### config.mk
export PLATFORM = sky130hd
export DESIGN_NAME = oai222_bist_ctrl
export DESIGN_NICKNAME = d
export VERILOG_FILES = /design/src/rtl/oai222_bist_ctrl.sv
export SDC_FILE = /design/constraint.sdc
export NUM_CORES = 1
export LEC_CHECK = 0
export CORE_MARGIN = 4
export CORE_UTILIZATION = 54
export DETAILED_ROUTE_END_ITERATION = 8
export DONT_BUFFER_PORTS = 1
export PLACE_DENSITY = 0.79
export REMOVE_ABC_BUFFERS = 1
export SYNTH_ARGS = -nofsm -noshare
export SYNTH_HDL_FRONTEND = slang
export SYNTH_SLANG_ARGS = --single-unit
### constraint.sdc
create_clock -name CLK -period 2.03 [get_ports CLK]
set_input_delay 0.203 -clock CLK [delete_from_list [all_inputs] [get_ports CLK]]
set_output_delay 0.203 -clock CLK [all_outputs]
set_load 0.01 [all_outputs]
### src/rtl/oai222_bist_ctrl.sv
// OAI222 BIST sequencer: sweeps all 64 input vectors through one cell, holds each
// for SETTLE+1 cycles, compares ZN against the golden function and logs errors.
module oai222_bist_ctrl #(
  parameter int unsigned SETTLE = 2
) (
  input  logic       CLK,
  input  logic       RN,
  input  logic       START,
  input  logic       ABORT,
  input  logic       ZN_IN,
  output logic       A1,
  output logic       A2,
  output logic       B1,
  output logic       B2,
  output logic       C1,
  output logic       C2,
  output logic       BUSY,
  output logic       DONE,
  output logic       PASS,
  output logic [6:0] ERR_CNT,
  output logic [5:0] FAIL_VEC
);

  localparam logic [3:0] SETTLE_W = 4'(SETTLE);

  typedef enum logic [1:0] {
    S_IDLE = 2'd0,
    S_RUN  = 2'd1,
    S_DONE = 2'd2
  } state_t;

  state_t     r_state;
  state_t     w_state_nxt;
  logic [5:0] r_vec;
  logic [5:0] w_vec_nxt;
  logic [3:0] r_wcnt;
  logic [3:0] w_wcnt_nxt;
  logic [6:0] r_err_cnt;
  logic [6:0] w_err_nxt;
  logic [5:0] r_fail_vec;
  logic [5:0] w_fail_nxt;
  logic [5:0] r_stim;
  logic [5:0] w_stim_nxt;
  logic       r_busy;
  logic       r_done;
  logic       r_pass;
  logic       w_busy_nxt;
  logic       w_done_nxt;
  logic       w_pass_nxt;
  logic       w_sample;
  logic       w_exp;
  logic       w_last;
  logic       w_enter;

  // ABORT pre-empts the compare that would otherwise happen on the same edge.
  assign w_sample = (r_state == S_RUN) && !ABORT && (r_wcnt == SETTLE_W);
  assign w_exp    = ~((r_vec[5] | r_vec[4]) & (r_vec[3] | r_vec[2]) & (r_vec[1] | r_vec[0]));
  assign w_last   = (r_vec == 6'd63);
  assign w_enter  = (r_state != S_RUN) && (w_state_nxt == S_RUN);

  always_ff @(posedge CLK or negedge RN) begin
    if (!RN) begin
      r_state <= S_IDLE;
    end else begin
      r_state <= w_state_nxt;
    end
  end

  always_comb begin
    w_state_nxt = r_state;
    case (r_state)
      S_IDLE, S_DONE: begin
        if (START) w_state_nxt = S_RUN;
      end
      S_RUN: begin
        if (ABORT)                  w_state_nxt = S_IDLE;
        else if (w_sample && w_last) w_state_nxt = S_DONE;
      end
      default: w_state_nxt = S_IDLE;
    endcase
  end

  always_comb begin
    w_vec_nxt  = r_vec;
    w_wcnt_nxt = r_wcnt;
    w_err_nxt  = r_err_cnt;
    w_fail_nxt = r_fail_vec;
    if (w_enter) begin
      w_vec_nxt  = 6'd0;
      w_wcnt_nxt = 4'd0;
      w_err_nxt  = 7'd0;
      w_fail_nxt = 6'd0;
    end else if ((r_state == S_RUN) && !ABORT) begin
      if (!w_sample) begin
        w_wcnt_nxt = r_wcnt + 4'd1;
      end else begin
        w_wcnt_nxt = 4'd0;
        if (ZN_IN != w_exp) begin
          w_err_nxt = r_err_cnt + 7'd1;
          if (r_err_cnt == 7'd0) w_fail_nxt = r_vec;
        end
        // VEC parks at 63 on the final compare rather than wrapping.
        if (!w_last) w_vec_nxt = r_vec + 6'd1;
      end
    end
  end

  always_comb begin
    w_stim_nxt = 6'd0;
    w_busy_nxt = 1'b0;
    w_done_nxt = 1'b0;
    w_pass_nxt = 1'b0;
    case (w_state_nxt)
      S_RUN: begin
        w_stim_nxt = w_vec_nxt;
        w_busy_nxt = 1'b1;
      end
      S_DONE: begin
        w_done_nxt = 1'b1;
        w_pass_nxt = (w_err_nxt == 7'd0);
      end
      default: ;
    endcase
  end

  always_ff @(posedge CLK or negedge RN) begin
    if (!RN) begin
      r_vec      <= 6'd0;
      r_wcnt     <= 4'd0;
      r_err_cnt  <= 7'd0;
      r_fail_vec <= 6'd0;
      r_stim     <= 6'd0;
      r_busy     <= 1'b0;
      r_done     <= 1'b0;
      r_pass     <= 1'b0;
    end else begin
      r_vec      <= w_vec_nxt;
      r_wcnt     <= w_wcnt_nxt;
      r_err_cnt  <= w_err_nxt;
      r_fail_vec <= w_fail_nxt;
      r_stim     <= w_stim_nxt;
      r_busy     <= w_busy_nxt;
      r_done     <= w_done_nxt;
      r_pass     <= w_pass_nxt;
    end
  end

  assign {A1, A2, B1, B2, C1, C2} = r_stim;
  assign BUSY     = r_busy;
  assign DONE     = r_done;
  assign PASS     = r_pass;
  assign ERR_CNT  = r_err_cnt;
  assign FAIL_VEC = r_fail_vec;

endmodule
==> impl_metrics.ini <==
[run_status]
outcome = completed

[global_route]
antenna_found_initial = 0
via_count_of_the_first_global_routing_pass = 1294
largest_net_degree_at_the_start_of_global_routing = 35
first_pass_grt_wire_length_um = 6200
globalRoute.totalOverflow = 0
groute.usage.overall = 0.198

[setup_path]
critPathRequiredTime_ps = 2260
worst_case_reg_to_reg_path_depth = 6
reg2reg_from = r_state[1]
timing_worst_setup_path_type = reg -> reg
ff2ff_setup_slack_ps = 110
critPathArrivalTime_ps = 2150
critPathMaxFanout = 6
critical_path_sink = FAIL_VEC[4]
critical_path.endpoint_type = register
worstReg2RegEnd = FAIL_VEC[4]
cp-startpoint = r_state[1]
setup.worst_path.start_class = register

[floorplan]
starting_density_of_the_core = 0.588
die_height_um = 63.7
num_rows = 19
floorplan.die.width_um = 63.7
core_sq_um = 2850
die-area_sq_um = 4060
number_of_primary_i_o_pins = 27

[hold_path]
worst_hold_path.num_cells = 2
min_delay_worst_type = in -> reg

[timing]
tightestPinTransition_ps = 351
post_layout_minimum_cycle_time_ps = 1920
min_period_over_period = 0.945
postLayoutSetupSlackWorst_ps = 112
fmax_mhz = 521
max_slew_margin = 0.765
final_hold_viol_count = 0
setup-violations-final = 0
finalClockSkew_ps = 9.67
whs_ps = 87.4
slew_viol_final = 0

[final_layout]
final-seq-area_sq_um = 851
finalCoreUtilization = 0.688
final_design_area_no_fill_sq_um = 1960
layout.cells.most_common = dfrtp_1
multiInputGateArea_sq_um = 818
final_layout_fill_cell_count = 209
most_used_cells_in_the_layout_excluding_fill_and_tap_cells = 34 x dfrtp_1, 22 x nor2_1, 16 x buf_4
post_route_cells_drive_above_1_share = 0.240
antenna-diode-count = 0
final_nets = 189
syn2layout_area_growth_pct = 17.1

[synth]
synth_top_area_share = 0.507
synth_top_cells_by_area = dfrtp_1 51%, mux2i_1 6.0%, nor2_1 4.9%, ha_1 4.5%, xnor2_1 3.1%
share_of_synthesized_registers_carrying_an_async_set_or_reset = 1.00
ys_warn_count = 0
syn_area_sq_um = 1680
synth_ff_type = dfrtp_1
yosysSeqAreaShare = 0.507
number_of_synthesized_register_bits = 34
post_synth_num_cell_types = 38
synthCells = 158
postSynthAreaPerCell_sq_um = 10.6
synth_edf_count = 0
synthDominantAreaCellType = dfrtp_1

[route]
wl_um = 3620
route.antenna.remaining_nets = 0
wl_per_instance_um = 17.2
drt_drc_violations_left = 0
routed_via_density = 6.03
drt_first_iter_violations = 60
drtPass1Iterations = 4
via_count = 1266

[placed_design]
pre_cts_ws_ps = 29.2
gp_congestion = 0.843
detailedPlacementHpwl_um = 2530
post_dp_cell_area_sq_um = 1770
numPortBuffers = 0

[power_and_ir_drop]
power.leakage_nw = 0.888
power.share.switching = 0.305
power.density_cell_area_nw_per_um2 = 721
peakVddDrop_mv = 0.563
clkPwrFrac = 0.285
internal-power_w = 0.000984
combPwrFrac = 0.177
netSwitchingPower_w = 0.000431
finalPower_w = 0.00142
share_seq_of_total_power = 0.539

[clock_tree]
cts.reportedPaths.clkPinSlew_ps = 100
clock_latency_ps = 350
clockBufferDepth = 2
cts_buffers = 5
tritoncts = built
clock_sinks = 34
cts_htree_levels = 2
ctsRootBufferMaster = clkbuf_4

[job]
cap_violations = 0
-- worst max-delay path, stage by stage (launching register included) --
cell	delay, ps
dfrtp_1	440
nor3b_4	290
nand3_4	170
nor3_2	250
and4b_2	380
mux2i_1	220
nor2_1	50
-- flip-flops by register name (all words and copies together) (netlist names) --
register,flops
ERR_CNT,7
FAIL_VEC,6
r_stim,6
r_vec,6
r_wcnt,4
r_state,2
BUSY,1
DONE,1
PASS,1
-- power groups by stage --
| stage | sequential, W | clock, W | combinational (W) |
|---|---|---|---|
| final | 0.000762 | 0.000403 | 0.000250 |
| after global routing | 0.000769 | 0.000454 | 0.000287 |
| after CTS | 0.000762 | 0.000414 | 0.000223 |
| after detailed placement | 0.000775 | 0 | 0.000202 |
| after global placement | 0.000771 | 0 | 0.000186 |
| after floorplan | 0.000768 | 0 | 0.000135 |
-- repair_timing --
item / 4_1_cts / 5_1_grt
gates resized for setup: 2 / 8
pin swaps: 0 / 12
hold buffers: 2 / 0
endpoints found under the hold margin: 34 / 0
setup buffers: 0 / 6
endpoints found under the setup margin: 1 / 7
-- worst min path at each step --
stage	start	to	slack [ps]
2_1_floorplan	RN	BUSY	-90
3_3_place_gp	RN	r_wcnt[3]	-90
3_5_place_dp	RN	DONE	-90
4_1_cts	START	DONE	80
5_1_grt	START	DONE	80
6_report	START	DONE	90
-- through the flow --
stage | TNS, ps | cells
detailed placement | 0 | 194
global placement | 0 | 194
floorplan | -1840 | 152
global route | -43.1 | 210
finish | 0 | 210
CTS | -8.44 | 204
-- cells in the mapped netlist (2+ instances only) --
master    instances
dfrtp_1          34
nor2_1           22
mux2i_1          10
inv_1             8
nand2_1           8
ha_1              6
nor3_1            6
o21ai_0           6
xnor2_1           6
a21oi_1           4
nand4_1           4
nor4_1            4
and2_1            3
and3_1            3
clkbuf_1          3
nand2b_1          3
nand3_1           3
a22oi_1           2
a31oi_1           2
buf_4             2
xor2_1            2
-- routing by layer --
metal | track usage | routed length, um | vias up
met2 | 0.318 | 1730 | 41
met4 | 0.0728 | 73 | 0
met5 | 0 | 0 | -
met1 | 0.239 | 1540 | 620
met3 | 0.0835 | 277 | 9
li1 | - | - | 596
-- layout make-up --
class	count	share of cell area
flip-flops and latches	34	0.433
inverters	8	0.0153
well taps	31	0.0198
clock buffers	6	0.0261
repair buffers	19	0.0822
clock inverters	2	0.00637
multi-input cells	110	0.417
-- cells by family after synthesis --
family	share of synthesized area
adders and majority gates	0.0448
AOI/OAI and AO/OA	0.100
buffers and inverters	0.0366
and+or+nand+nor	0.210
DFF	0.507
xor gates and xnor gates	0.0418
muxes	0.0597
(Power assumes the default switching activity.)
